<file path="config.mk">
export PLATFORM = sky130hd
export DESIGN_NAME = mul32_seq_flat
export DESIGN_NICKNAME = d
export VERILOG_FILES = /design/src/rtl/mul32_seq_if.sv /design/src/rtl/mul32_seq.sv /design/src/flat_wrapper.sv
export SDC_FILE = /design/constraint.sdc
export NUM_CORES = 1
export LEC_CHECK = 0
export CAP_MARGIN = 20
export CORE_ASPECT_RATIO = 0.6
export CORE_MARGIN = 2
export CORE_UTILIZATION = 48
export DETAILED_ROUTE_END_ITERATION = 8
export GPL_ROUTABILITY_DRIVEN = 0
export GPL_TIMING_DRIVEN = 0
export PLACE_DENSITY = 0.73
export SKIP_CTS_REPAIR_TIMING = 1
export SYNTH_ARGS = -nofsm -noshare
export SYNTH_HDL_FRONTEND = slang
export SYNTH_SLANG_ARGS = --single-unit
</file>
<file path="constraint.sdc">
create_clock -name clk -period 5.2 [get_ports clk]
set_clock_uncertainty 0.1 [all_clocks]
set_input_delay 1.04 -clock clk [delete_from_list [all_inputs] [get_ports clk]]
set_output_delay 1.04 -clock clk [all_outputs]
set_load 0.05 [all_outputs]
</file>
<file path="src/rtl/mul32_seq_if.sv">
// Handshake bundle between the execute stage and the sequential multiplier:
// start/operands in, busy/done/product out.
interface mul32_seq_if;
  logic        start;
  logic [31:0] a;
  logic [31:0] b;
  logic        busy;
  logic        done;
  logic [63:0] prod;

  modport master (output start, a, b, input  busy, done, prod);
  modport slave  (input  start, a, b, output busy, done, prod);
endinterface

</file>
<file path="src/rtl/mul32_seq.sv">
// Radix-2 shift-and-add 32x32->64 unsigned multiplier around a cla32 adder.
// Optional MUL_ZERO_BYPASS_EN: zero operands finish in one cycle.

module cla32 (
  input  logic [31:0] a,
  input  logic [31:0] b,
  input  logic        ci,
  output logic [31:0] s,
  output logic        co
);
  logic [31:0] w_g;
  logic [31:0] w_p;
  logic [31:0] w_c;

  assign w_g = a & b;
  assign w_p = a ^ b;

  // Group generate/propagate per 4-bit block; carries look ahead across blocks
  always_comb begin
    logic v_cg;
    logic v_cb;
    logic v_gg;
    logic v_gp;
    w_c  = '0;
    v_cg = ci;
    for (int unsigned k = 0; k < 8; k++) begin
      v_gg = 1'b0;
      v_gp = 1'b1;
      v_cb = v_cg;
      for (int unsigned i = 0; i < 4; i++) begin
        w_c[4*k+i] = v_cb;
        v_cb = w_g[4*k+i] | (w_p[4*k+i] & v_cb);
        v_gg = w_g[4*k+i] | (w_p[4*k+i] & v_gg);
        v_gp = v_gp & w_p[4*k+i];
      end
      v_cg = v_gg | (v_gp & v_cg);
    end
    co = v_cg;
  end

  assign s = w_p ^ w_c;
endmodule

module mul32_seq #(
  parameter int unsigned WIDTH = 32,
  parameter int unsigned CNT_W = 6
) (
  input  logic        clk,
  input  logic        clrn,
  mul32_seq_if.slave  bus
);
  if (WIDTH != 32) begin : g_width_chk
    $error("mul32_seq: WIDTH must be 32 (internal adder is cla32)");
  end
  if ((2 ** CNT_W) <= WIDTH) begin : g_cnt_chk
    $error("mul32_seq: CNT_W too narrow to hold 0..WIDTH");
  end

  typedef enum logic [1:0] {
    S_IDLE = 2'd0,
    S_BUSY = 2'd1,
    S_DONE = 2'd2
  } state_t;

  localparam logic [CNT_W-1:0] LAST_CNT = CNT_W'(WIDTH - 1);

  state_t             r_state;
  state_t             w_state_nxt;
  logic [WIDTH-1:0]   r_mcand, w_mcand_nxt;
  logic [WIDTH-1:0]   r_hi, w_hi_nxt;
  logic [WIDTH-1:0]   r_lo, w_lo_nxt;
  logic [CNT_W-1:0]   r_cnt, w_cnt_nxt;
  logic [2*WIDTH-1:0] r_prod, w_prod_nxt;

  logic [WIDTH-1:0]   w_add_b;
  logic [WIDTH-1:0]   w_sum;
  logic               w_co;
  logic               w_zero_op;

  assign w_add_b = r_lo[0] ? r_mcand : '0;

  cla32 u_cla (
    .a  (r_hi),
    .b  (w_add_b),
    .ci (1'b0),
    .s  (w_sum),
    .co (w_co)
  );

`ifdef MUL_ZERO_BYPASS_EN
  assign w_zero_op = (bus.a == '0) || (bus.b == '0);
`else
  assign w_zero_op = 1'b0;
`endif

  always_ff @(posedge clk or negedge clrn) begin
    if (!clrn) begin
      r_state <= S_IDLE;
      r_mcand <= '0;
      r_hi    <= '0;
      r_lo    <= '0;
      r_cnt   <= '0;
      r_prod  <= '0;
    end else begin
      r_state <= w_state_nxt;
      r_mcand <= w_mcand_nxt;
      r_hi    <= w_hi_nxt;
      r_lo    <= w_lo_nxt;
      r_cnt   <= w_cnt_nxt;
      r_prod  <= w_prod_nxt;
    end
  end

  always_comb begin
    w_state_nxt = r_state;
    w_mcand_nxt = r_mcand;
    w_hi_nxt    = r_hi;
    w_lo_nxt    = r_lo;
    w_cnt_nxt   = r_cnt;
    w_prod_nxt  = r_prod;
    case (r_state)
      S_BUSY: begin
        // Carry-out re-enters at bit 63 so the 33-bit sum is never truncated
        {w_hi_nxt, w_lo_nxt} = {w_co, w_sum, r_lo[WIDTH-1:1]};
        w_cnt_nxt = r_cnt + 1'b1;
        if (r_cnt == LAST_CNT) begin
          w_state_nxt = S_DONE;
          w_prod_nxt  = {w_co, w_sum, r_lo[WIDTH-1:1]};
        end
      end
      default: begin
        w_state_nxt = S_IDLE;
        if (bus.start) begin
          w_mcand_nxt = bus.a;
          w_hi_nxt    = '0;
          w_lo_nxt    = bus.b;
          w_cnt_nxt   = '0;
          if (w_zero_op) begin
            w_state_nxt = S_DONE;
            w_prod_nxt  = '0;
          end else begin
            w_state_nxt = S_BUSY;
          end
        end
      end
    endcase
  end

  assign bus.busy = (r_state == S_BUSY);
  assign bus.done = (r_state == S_DONE);
  assign bus.prod = r_prod;
endmodule
</file>
<file path="src/flat_wrapper.sv">
// flat-port wrapper written by rule: the top's interface ports become plain ports
module mul32_seq_flat 
#(
  parameter int unsigned WIDTH = 32,
  parameter int unsigned CNT_W = 6
)
  (clk, clrn, bus_start, bus_a, bus_b, bus_busy, bus_done, bus_prod);
  mul32_seq_if bus_i ();
  input  logic clk;
  input  logic clrn;
  input wire logic [$bits(bus_i.start)-1:0] bus_start;
  input wire logic [$bits(bus_i.a)-1:0] bus_a;
  input wire logic [$bits(bus_i.b)-1:0] bus_b;
  output wire logic [$bits(bus_i.busy)-1:0] bus_busy;
  output wire logic [$bits(bus_i.done)-1:0] bus_done;
  output wire logic [$bits(bus_i.prod)-1:0] bus_prod;
  assign bus_i.start = bus_start;
  assign bus_i.a = bus_a;
  assign bus_i.b = bus_b;
  assign bus_busy = bus_i.busy;
  assign bus_done = bus_i.done;
  assign bus_prod = bus_i.prod;
  mul32_seq #(.WIDTH(WIDTH), .CNT_W(CNT_W)) u_core (.clk(clk), .clrn(clrn), .bus(bus_i));
endmodule
</file>
==> results of run 1 <==
-- worst min-delay path: stages (launching register included) --
cell and delay [ns]:
dfrtp_1 0.34, nand2_1 0.05, nand2_1 0.05
-- cells in the final DEF, fill, tap and decap left out, drive strengths merged, types with 4 or more instances in the layout --
cell type      instances
and2                  11
xor2                   6
fa                    24
nor2                  11
bufinv                 4
nand2b                 4
inv                   53
a21oi                 10
mux2                  32
clkdlybuf4s50        131
o21ai                104
or3                   21
nand2                204
mux2i                 32
clkinv                 5
buf                   17
ha                    30
clkbuf                45
dfrtp                168
nand3b                11
-- layout make-up --
cell class / instances / share of cell area (%)
flip-flops and latches: 168 / 40.6
multi-input cells: 527 / 33.9
repair buffers: 134 / 13.1
clock buffers: 18 / 4.14
well taps: 228 / 2.75
clock inverters: 14 / 2.08
inverters: 50 / 1.81
plain buffers: 41 / 1.62
-- logic make-up after synthesis --
family,count (synthesis)
AND/OR/NAND/NOR,274
adder cells (fa/ha/maj),54
XOR/XNOR,7
AO/OA/AOI/OAI,128
flip-flops,168
buffers and inverters,91
multiplexers,64
-- final timing paths --
check                                    start             endpoint  slack (ns)
setup / recovery                u_core.r_lo[0]  u_core.bus.prod[58]        0.17
hold / removal             u_core.bus.prod[14]  u_core.bus.prod[14]        0.38
setup reg to reg                u_core.r_lo[0]  u_core.bus.prod[58]        0.17
hold reg to reg            u_core.bus.prod[14]  u_core.bus.prod[14]        0.38
max in group asynchronous                 clrn       u_core.r_lo[0]        3.66
min in group asynchronous                 clrn   u_core.r_mcand[10]        0.43
-- where the power goes --
group          switching [W]  leakage, nW  internal, W
Combinational        0.00156         2.49      0.00101
Sequential          0.000344         2.13      0.00184
Clock               0.000572        0.306     0.000819
-- registers in the layout (all words and copies together), names as in the netlist --
register         flops
u_core.r_mcand      32
u_core.r_lo         32
u_core.r_state       2
u_core.bus.prod     64
u_core.r_cnt         6
u_core.r_hi         32
-- metrics by stage --
stage	area [µm²]	utilization, %	worst slack, ns	cells	power (W)
floorplan	8050	-	0.584	786	0.00386
global placement	9660	59.2	-3.96	1146	0.00466
detailed placement	9690	59.4	-0.273	1147	0.00471
CTS	10300	63.4	-0.328	1179	0.00614
global route	10400	63.6	-0.0311	1180	0.00659
finish	10400	63.6	0.171	1180	0.00615
-- layer usage --
layer  vias to the layer above  track usage, %  part of all wire [%]
li1                       2904               -                     -
met1                      3014            38.6                    53
met2                       168            31.3                    41
met3                        12            6.28                   5.9
met4                         0            4.12                  0.53
met5                         -               0                     0
==> results.md, run 1 <==
* Status: complete, no violations
* Layout cells sized above 1 at under 10%
* Most area-hungry cell type in the Yosys netlist: dfrtp_1
* Die span in y at roughly 100 µm
* Vias in the first global route at ~6000
* Minimum clock period at ~5.0 ns
* Core area at roughly 16000 µm²
* Final WL at 20000 µm
* CTS clk-pin slew, worst paths at ~0.070 ns
* Post-synthesis sequential area ratio at around 52%
* Number of setup violations in the final report at 0
* Dominant cells by area after synthesis: dfrtp_1, nand2_1, o21ai_0, fa_1, ha_1
* Setup tns final at 0 ns
* Post-synthesis area per instance at around 10 µm²
* Via count at a little over 6000
* Max frequency at around 200 MHz
* Clock sinks at roughly 170
* Family with the most delay on the worst path: adder cells
* Area Overhead vs Synth at 28.8%
* Reg2Reg Depth at 17
* Element type at the critical path start: register
* Setup CP Type: register to register
* Final Hold Fails at 0
* Initial Util at about half
* Seq. cell area at 4210 µm²
* Post-synthesis cell type count at 39
* XOR/XNOR share of the synthesized area at less than 1%
* DP HPWL at 14100 µm
* Levels on crit path at 17
* CP Data Required Time at approximately 5.4 ns
* Grt ovf at 0
* Critical path's most frequent cell: fa_1
* Hold path cells at 2
* Post-Syn Area at about 8000 µm²
* Post-synthesis adder-cell area fraction at roughly a tenth
* Num ports at between 100 and 150
* Ys Warns at 0
* Bufs and invs on worst path at 1
* Final Max Tran Viols at 0
* Die Area at about 18000 µm²
* Synth Area in Compound Gates at under 10%
* Hold Slack at ~0.38 ns
* Max-Cap Viols at 0
* Final Net Count at ~1100
* Synth Register Bits at between 150 and 200
* Post-Syn Nets at about 910
* Number of fill cells at around 1300
* Largest net degree at the start of global routing at 108
* Initial drt markers at approximately 560
* Number of synthesized flops with an enable pin at 0
* Top-count cell post-synth: nand2_1
* CP endpoint kind: register
* Clk buf depth at 2
* Synth Area in Simple Gates at 14.9%
* CP max stage delay at between 0.4 and 0.5 ns
* Max_slew headroom at 45.7%
* Vias per inst at roughly 5.2
* Post-synth ARST share at between 90% and 100%
* Antenna violations before repair at 0
* Largest family of logic cells by synthesized area: simple AND/OR/NAND/NOR gates
* Top_reg_cell synth: dfrtp_1
* TritonCTS Buffers at 17
* DRC viols at 0
* Multi-input gate area at around 3500 µm²
* Top cells by count, synth: nand2_1, dfrtp_1, o21ai_0, inv_1
* CP Cell Sequence: and2_1, ha_1, inv_1, fa_1, fa_1, fa_1, nand2b_1, a21oi_2, o2111ai_2, and2_4, o21bai_4, a21oi_1, fa_1, fa_1, fa_1, xor2_2, o21ai_0
* Row count at 36
* Leakage at just under 5 nW
* Max FO, Critical Path at 6
* CTS tree: built
* Yosys top cell area share at 52.2%
* Root Driver: clkbuf_16
* Global-route wire length before repair at between 30000 and 40000 µm
* Least-Margin Pin Slew at 0.815 ns
* Drt pass-1 iters at 4
* Total GRT Usage at between 20% and 30%
* Peak supply drop at roughly 270 µV
* Slowest cell on the critical path: fa_1
* Worst-Skew Late Latency at ~0.42 ns
* Multiplexer share of the synthesized area at 8.46%
* Average wire per standard cell at approximately 17 µm
* PwrDens at slightly below 600 nW/µm²
* Crit path DAT at 5.20 ns
* Detail Route Antenna Nets at 0
* Crit share post-route at between 90 and 100%
* H-tree depth at 4
* PortBufs at approximately 130
* Die width at between 150 and 200 µm
* Syn Inst Count at 786
* Diodes inserted at 0
* Hold Path Class: register to register
(Power assumes the default switching activity.)
==> run 2, diff against run 1 <==
--- a/config.mk
+++ b/config.mk
@@ -9,6 +9,7 @@
 export CORE_ASPECT_RATIO = 0.6
 export CORE_MARGIN = 2
 export CORE_UTILIZATION = 48
+export CTS_BUF_LIST = sky130_fd_sc_hd__clkbuf_16
 export DETAILED_ROUTE_END_ITERATION = 8
 export GPL_ROUTABILITY_DRIVEN = 0
 export GPL_TIMING_DRIVEN = 0
==> results.md, run 2 (same netlist as run 1, synthesis figures left out) <==
* Status: complete, no violations (unchanged)
* Switching part of the total at 40.3% (about the same)
* Diodes inserted at 0 (unchanged)
* Pre-CTS WS at -0.273 ns (unchanged)
* Detail Route Antenna Nets at 0 (unchanged)
* Worst hold path startpoint: u_core.bus.prod[14] (unchanged)
* Initial drt markers at 559 (unchanged)
* Area Overhead vs Synth at 28.8% (unchanged)
* Final Hold Fails at 0 (unchanged)
* Internal Dissipation at 0.00367 W (about the same)
* Hold Path Class: register to register (unchanged)
* Via count at 6098 (unchanged)
* Met3 Routed Length at 1190 µm (unchanged)
* PwrDens at 593 nW/µm² (about the same)
* Total GRT Usage at 23.6% (unchanged)
* Row count at 36 (unchanged)
* Drt pass-1 iters at 4 (unchanged)
* Die width at 171 µm (unchanged)
* Hold Slack at 0.379 ns (unchanged)
* Reg2Reg Setup Slack at 0.17 ns (about the same)
* Sequential Power Share at 35.6% (about the same)
* Layout cells sized above 1 at 8.51% (unchanged)
* Peak supply drop at 270 µV (about the same)
* Global-route wire length before repair at 32500 µm (unchanged)
* Hold endpoint: u_core.bus.prod[14] (unchanged)
* CP endpoint kind: register (unchanged)
* Most common cell after layout, fill and taps aside: nand2_1 (unchanged)
* Number of fill cells at 1333 (unchanged)
* Final WS setup at 0.171 ns (unchanged)
* Crit path DAT at 5.20 ns (about the same)
* WL met1 at 10600 µm (about the same)
* Final Net Count at 1060 (unchanged)
* Antenna violations before repair at 0 (unchanged)
* Element type at the critical path start: register (unchanged)
* Final Max Tran Viols at 0 (unchanged)
* Minimum clock period at 5.03 ns (unchanged)
* Clk buf depth at 2 (unchanged)
* TritonCTS Buffers at 17 (unchanged)
* Final WL at 20000 µm (unchanged)
* Reg-to-reg critical path endpoint: u_core.bus.prod[58] (unchanged)
* Initial Util at 49.4% (unchanged)
* Power share of the combinational group at 41.8% (about the same)
* Max_slew headroom at 45.7% (unchanged)
* Crit share post-route at 96.7% (unchanged)
* Max reg flops at 64 (unchanged)
* Max frequency at 199 MHz (unchanged)
* Leakage at 4.93 nW (about the same)
* Commonest cells after routing, fill and taps aside: nand2_1, dfrtp_1, clkdlybuf4s50_1, o21ai_0, inv_1 (unchanged)
* Num ports at 133 (unchanged)
* Max FO, Critical Path at 6 (unchanged)
* Vias in the first global route at 5984 (unchanged)
* Max-Cap Viols at 0 (unchanged)
* Grt ovf at 0 (unchanged)
* Setup CP Type: register to register (unchanged)
* Die span in y at 104 µm (unchanged)
* Reg2Reg Depth at 17 (unchanged)
* Average wire per standard cell at 17.0 µm (unchanged)
* CP Data Required Time at 5.37 ns (about the same)
* Vias per inst at 5.17 (unchanged)
* CTS tree: built (unchanged)
* Worst-Skew Late Latency at 0.42 ns (about the same)
* Least-Margin Pin Slew at 0.815 ns (unchanged)
* DRC viols at 0 (unchanged)
* Largest net degree at the start of global routing at 108 (unchanged)
* Number of setup violations in the final report at 0 (unchanged)
* Root Driver: clkbuf_16 (unchanged)
* CTS clk-pin slew, worst paths at 0.07 ns (about the same)
* Switch Pwr at 0.00248 W (about the same)
* PortBufs at 132 (unchanged)
* Die Area at 17900 µm² (unchanged)
* Met2 WL post-DR at 8130 µm (unchanged)
* DP HPWL at 14100 µm (unchanged)
* Top layer in use: met4 (unchanged)
* RR Startpoint: u_core.r_lo[0] (unchanged)
* Hold path cells at 2 (unchanged)
* H-tree depth at 4 (unchanged)
* Clock sinks at 168 (unchanged)
* Core area at 16300 µm² (unchanged)
* Clock network fraction of total power at 22.6% (about the same)
run 2: cell types whose count changed in the layout (fill, tap and decap cells not counted):
| cell | change |
|---|---|
| clkbuf_1 | -1 |
| inv_1 | +1 |
run 2: worst max-delay path by stage:
stage / startpoint / to / slack (ns) / cells past startpoint
3_3_place_gp: clrn / u_core.bus.prod[11] / -3.96 / 1
4_1_cts: u_core.r_lo[0] / u_core.bus.prod[58] / -0.33 / 16
2_1_floorplan: u_core.r_lo[0] / u_core.bus.prod[58] / 0.58 / 16
3_5_place_dp: u_core.r_lo[0] / u_core.bus.prod[58] / -0.27 / 16
5_1_grt: u_core.r_lo[0] / u_core.bus.prod[58] / -0.03 / 17
6_report: u_core.r_lo[0] / u_core.bus.prod[58] / 0.17 / 17
run 2: power by group through the flow:
stage                     clock, W  sequential, W  combinational, W
after global placement           0        0.00219           0.00247
after global routing       0.00147        0.00225           0.00287
after CTS                  0.00140        0.00218           0.00255
after detailed placement         0        0.00219           0.00252
final                      0.00139        0.00219           0.00257
after floorplan                  0        0.00255           0.00131
run 2: worst max-delay path, cell delays in order, from the launching register on:
cell and delay (ns):
dfrtp_2 0.44, and2_1 0.15, ha_1 0.14, inv_1 0.05, fa_1 0.41, fa_1 0.46, fa_1 0.46, nand2b_1 0.20
a21oi_2 0.18, o2111ai_2 0.20, and2_4 0.21, o21bai_4 0.16, a21oi_1 0.11, fa_1 0.44, fa_1 0.43, fa_1 0.44
xor2_2 0.18, o21ai_0 0.10
run 2: per-stage QoR:
stage          cell area, µm²  setup TNS, ns  std cells  total power, W  utilization, %
6_report                10400              0       1180         0.00615            63.6
5_1_grt                 10400        -0.0673       1180         0.00659            63.6
4_1_cts                 10300          -2.48       1179         0.00613            63.4
3_5_place_dp             9690          -1.90       1147         0.00471            59.4
3_3_place_gp             9660        -665.56       1146         0.00466            59.2
2_1_floorplan            8050              0        786         0.00386               -
run 2: final cells by class:
class	count	area, µm²	share of cell area (%)
tap	228	285	2.75
sequential	168	4210	40.6
inverter	50	188	1.81
multi-input combinational	527	3510	33.9
clock buffer	17	425	4.10
buffer	41	168	1.62
timing repair buffer	134	1360	13.1
clock inverter	15	219	2.11
run 2: metal layers:
metal | track usage, % | vias up
li1 | - | 2904
met1 | 38.6 | 3014
met2 | 31.3 | 168
met3 | 6.28 | 12
met4 | 4.12 | 0
met5 | 0 | -
==> run 3, diff against run 2 <==
--- a/config.mk
+++ b/config.mk
@@ -7,7 +7,7 @@
 export LEC_CHECK = 0
 export CAP_MARGIN = 20
 export CORE_ASPECT_RATIO = 0.6
-export CORE_MARGIN = 2
+export CORE_MARGIN = 1.5
 export CORE_UTILIZATION = 48
 export CTS_BUF_LIST = sky130_fd_sc_hd__clkbuf_16
 export DETAILED_ROUTE_END_ITERATION = 8
==> results.md, run 3 (same netlist as run 1, synthesis figures left out) <==
* H-tree depth at 4 (unchanged)
* Inst Count DP at 1147 (unchanged)
* Final Net Count at 1060 (unchanged)
* Hold endpoint: u_core.bus.prod[14] (unchanged)
* Setup crit start: u_core.r_lo[0] (unchanged)
* Vias in the first global route at 6082 (was 5984)
* Met3 Usage GRT at 5.37% (was 6.28%)
* Leakage at 4.89 nW (was 4.93 nW)
* Switch Pwr at 0.00248 W (about the same)
* Fin cells at 1180 (unchanged)
* Diodes inserted at 0 (unchanged)
* TritonCTS Buffers at 17 (unchanged)
* Antenna violations before repair at 0 (unchanged)
* Layout cells sized above 1 at 8.51% (unchanged)
* Drt pass-1 iters at 5 (was 4)
* Peak supply drop at 264 µV (was 270 µV)
* Worst-Skew Late Latency at 0.43 ns (was 0.42 ns)
* Max_slew headroom at 45.0% (was 45.7%)
* Final Hold Fails at 0 (unchanged)
* Least-Margin Pin Slew at 0.825 ns (was 0.815 ns)
* CTS tree: built (unchanged)
* Global-route wire length before repair at 32000 µm (was 32500 µm)
* CP Data Required Time at 5.39 ns (was 5.37 ns)
* Number of setup violations in the final report at 0 (unchanged)
* Setup CP Type: register to register (unchanged)
* Via count at 6042 (was 6098)
* Commonest cells after routing, fill and taps aside: nand2_1, dfrtp_1, clkdlybuf4s50_1, o21ai_0, inv_1 (unchanged)
* Max FO, Critical Path at 5 (was 6)
* Hold Path Class: register to register (unchanged)
* Power share of the combinational group at 43.0% (was 41.8%)
* Element type at the critical path start: register (unchanged)
* CP Cell Sequence: and2_1, ha_1, inv_1, fa_1, fa_1, fa_1, nand2b_1, a21oi_2, o2111ai_2, and2_4, o21bai_4, a31oi_1, fa_1, fa_1, inv_1, fa_1, nand2_1, o31ai_1 (was and2_1, ha_1, inv_1, fa_1, fa_1, fa_1, nand2b_1, a21oi_2, o2111ai_2, and2_4, o21bai_4, a21oi_1, fa_1, fa_1, fa_1, xor2_2, o21ai_0)
* GR Util met2 at 32.9% (was 31.3%)
* Detail Route Antenna Nets at 0 (unchanged)
* Clock sinks at 168 (unchanged)
* Core area at 16300 µm² (unchanged)
* Critical path's most frequent cell: fa_1 (unchanged)
* Root Driver: clkbuf_16 (unchanged)
* Met1 Resource Use GR at 37.7% (was 38.6%)
* GRT busiest layer: met1 (unchanged)
* Average wire per standard cell at 16.5 µm (was 17.0 µm)
* PortBufs at 132 (unchanged)
* Bufs and invs on worst path at 2 (was 1)
* Row count at 36 (unchanged)
* Minimum clock period at 4.95 ns (was 5.03 ns)
* Levels on crit path at 18 (was 17)
* Hold path cells at 2 (unchanged)
* Num ports at 133 (unchanged)
* Total GRT Usage at 24.0% (was 23.6%)
* DP HPWL at 14100 µm (about the same)
* Slowest cell on the critical path: fa_1 (unchanged)
* CP max stage delay at 0.48 ns (was 0.46 ns)
* Largest net degree at the start of global routing at 122 (was 108)
* CP endpoint kind: register (unchanged)
* RSZ-0062 raised after global routing: no
* Family with the most delay on the worst path: adder cells (unchanged)
* Reg2Reg Depth at 18 (was 17)
* Die width at 170 µm (was 171 µm)
* Switching part of the total at 41.5% (was 40.3%)
* Status: complete, no violations (unchanged)
* Most common cell after layout, fill and taps aside: nand2_1 (unchanged)
* Grt ovf at 0 (unchanged)
* Max reg flops at 64 (unchanged)
* Reg-to-reg critical path endpoint: u_core.r_hi[29] (was u_core.bus.prod[58])
* Final WS setup at 0.246 ns (was 0.171 ns)
* Worst hold path startpoint: u_core.bus.prod[14] (unchanged)
* Number of fill cells at 1354 (was 1333)
* RR Startpoint: u_core.r_lo[0] (unchanged)
* Final Max Tran Viols at 0 (unchanged)
* Initial Util at 49.4% (unchanged)
* Clock network fraction of total power at 20.3% (was 22.6%)
* Vias per inst at 5.12 (was 5.17)
* Max-Cap Viols at 0 (unchanged)
* Crit path DAT at 5.15 ns (was 5.20 ns)
* Die span in y at 103 µm (was 104 µm)
* Die Area at 17600 µm² (was 17900 µm²)
* DRC viols at 0 (unchanged)
* Internal Dissipation at 0.00349 W (was 0.00367 W)
* PwrDens at 580 nW/µm² (was 593 nW/µm²)
* Max frequency at 202 MHz (was 199 MHz)
* Clk buf depth at 2 (unchanged)
* Initial drt markers at 419 (was 559)
* CTS clk-pin slew, worst paths at 0.07 ns (about the same)
* Sequential Power Share at 36.7% (was 35.6%)
* Reg2Reg Setup Slack at 0.25 ns (was 0.17 ns)
* Crit share post-route at 95.3% (was 96.7%)
* Final WL at 19400 µm (was 20000 µm)
* Area Overhead vs Synth at 27.7% (was 28.8%)
* Pre-CTS WS at -0.226 ns (was -0.273 ns)
## run 3: how the worst max path moves through the flow
stage / slack (ns) / to
2_1_floorplan: 0.58 / u_core.bus.prod[58]
3_3_place_gp: -4.03 / u_core.bus.prod[6]
3_5_place_dp: -0.23 / u_core.bus.prod[58]
4_1_cts: -0.26 / u_core.bus.prod[58]
5_1_grt: 0.02 / u_core.r_hi[29]
6_report: 0.25 / u_core.r_hi[29]
## run 3: power groups by stage
stage	clock, W	sequential, W	combinational [W]
after floorplan	0	0.00255	0.00131
after global placement	0	0.00219	0.00247
after detailed placement	0	0.00219	0.00253
after CTS	0.00123	0.00218	0.00256
after global routing	0.00129	0.00225	0.00287
final	0.00121	0.00219	0.00256
## run 3: layout make-up
class	instances	area, µm²	area share [%]
Multi-Input combinational cell	527	3510	34.2
Buffer	41	168	1.63
Tap cell	228	285	2.77
Clock buffer	17	425	4.14
Timing Repair Buffer	134	1360	13.2
Inverter	50	188	1.83
Clock inverter	15	135	1.31
Sequential cell	168	4210	40.9
## run 3: routing by layer
metal  up-vias  wire length [µm]  part of all wire (%)
li1       2914                 -                     -
met1      2919             10400                    54
met2       190              7590                    39
met3        19              1200                   6.2
met4         0               233                   1.2
met5         -                 0                     0
## run 3: per-stage QoR
| stage | power, W | util (%) | hold WS [ns] | setup TNS [ns] | area [µm²] |
|---|---|---|---|---|---|
| after detailed placement | 0.00473 | 59.4 | 0.362 | -1.49 | 9690 |
| final | 0.00596 | 63.1 | 0.377 | 0 | 10300 |
| after CTS | 0.00596 | 62.9 | 0.379 | -1.90 | 10200 |
| after global routing | 0.00641 | 63.1 | 0.405 | 0 | 10300 |
| after floorplan | 0.00386 | - | 0.356 | 0 | 8050 |
| after global placement | 0.00466 | 59.2 | 0.361 | -674.64 | 9660 |
## run 3: worst register-to-register path, stage by stage, from the launching register on
cell,delay (ns)
dfrtp_2,0.43
and2_1,0.15
ha_1,0.14
inv_1,0.05
fa_1,0.41
fa_1,0.43
fa_1,0.45
nand2b_1,0.19
a21oi_2,0.17
o2111ai_2,0.21
and2_4,0.21
o21bai_4,0.17
a31oi_1,0.13
fa_1,0.45
fa_1,0.41
inv_1,0.10
fa_1,0.48
nand2_1,0.10
o31ai_1,0.06
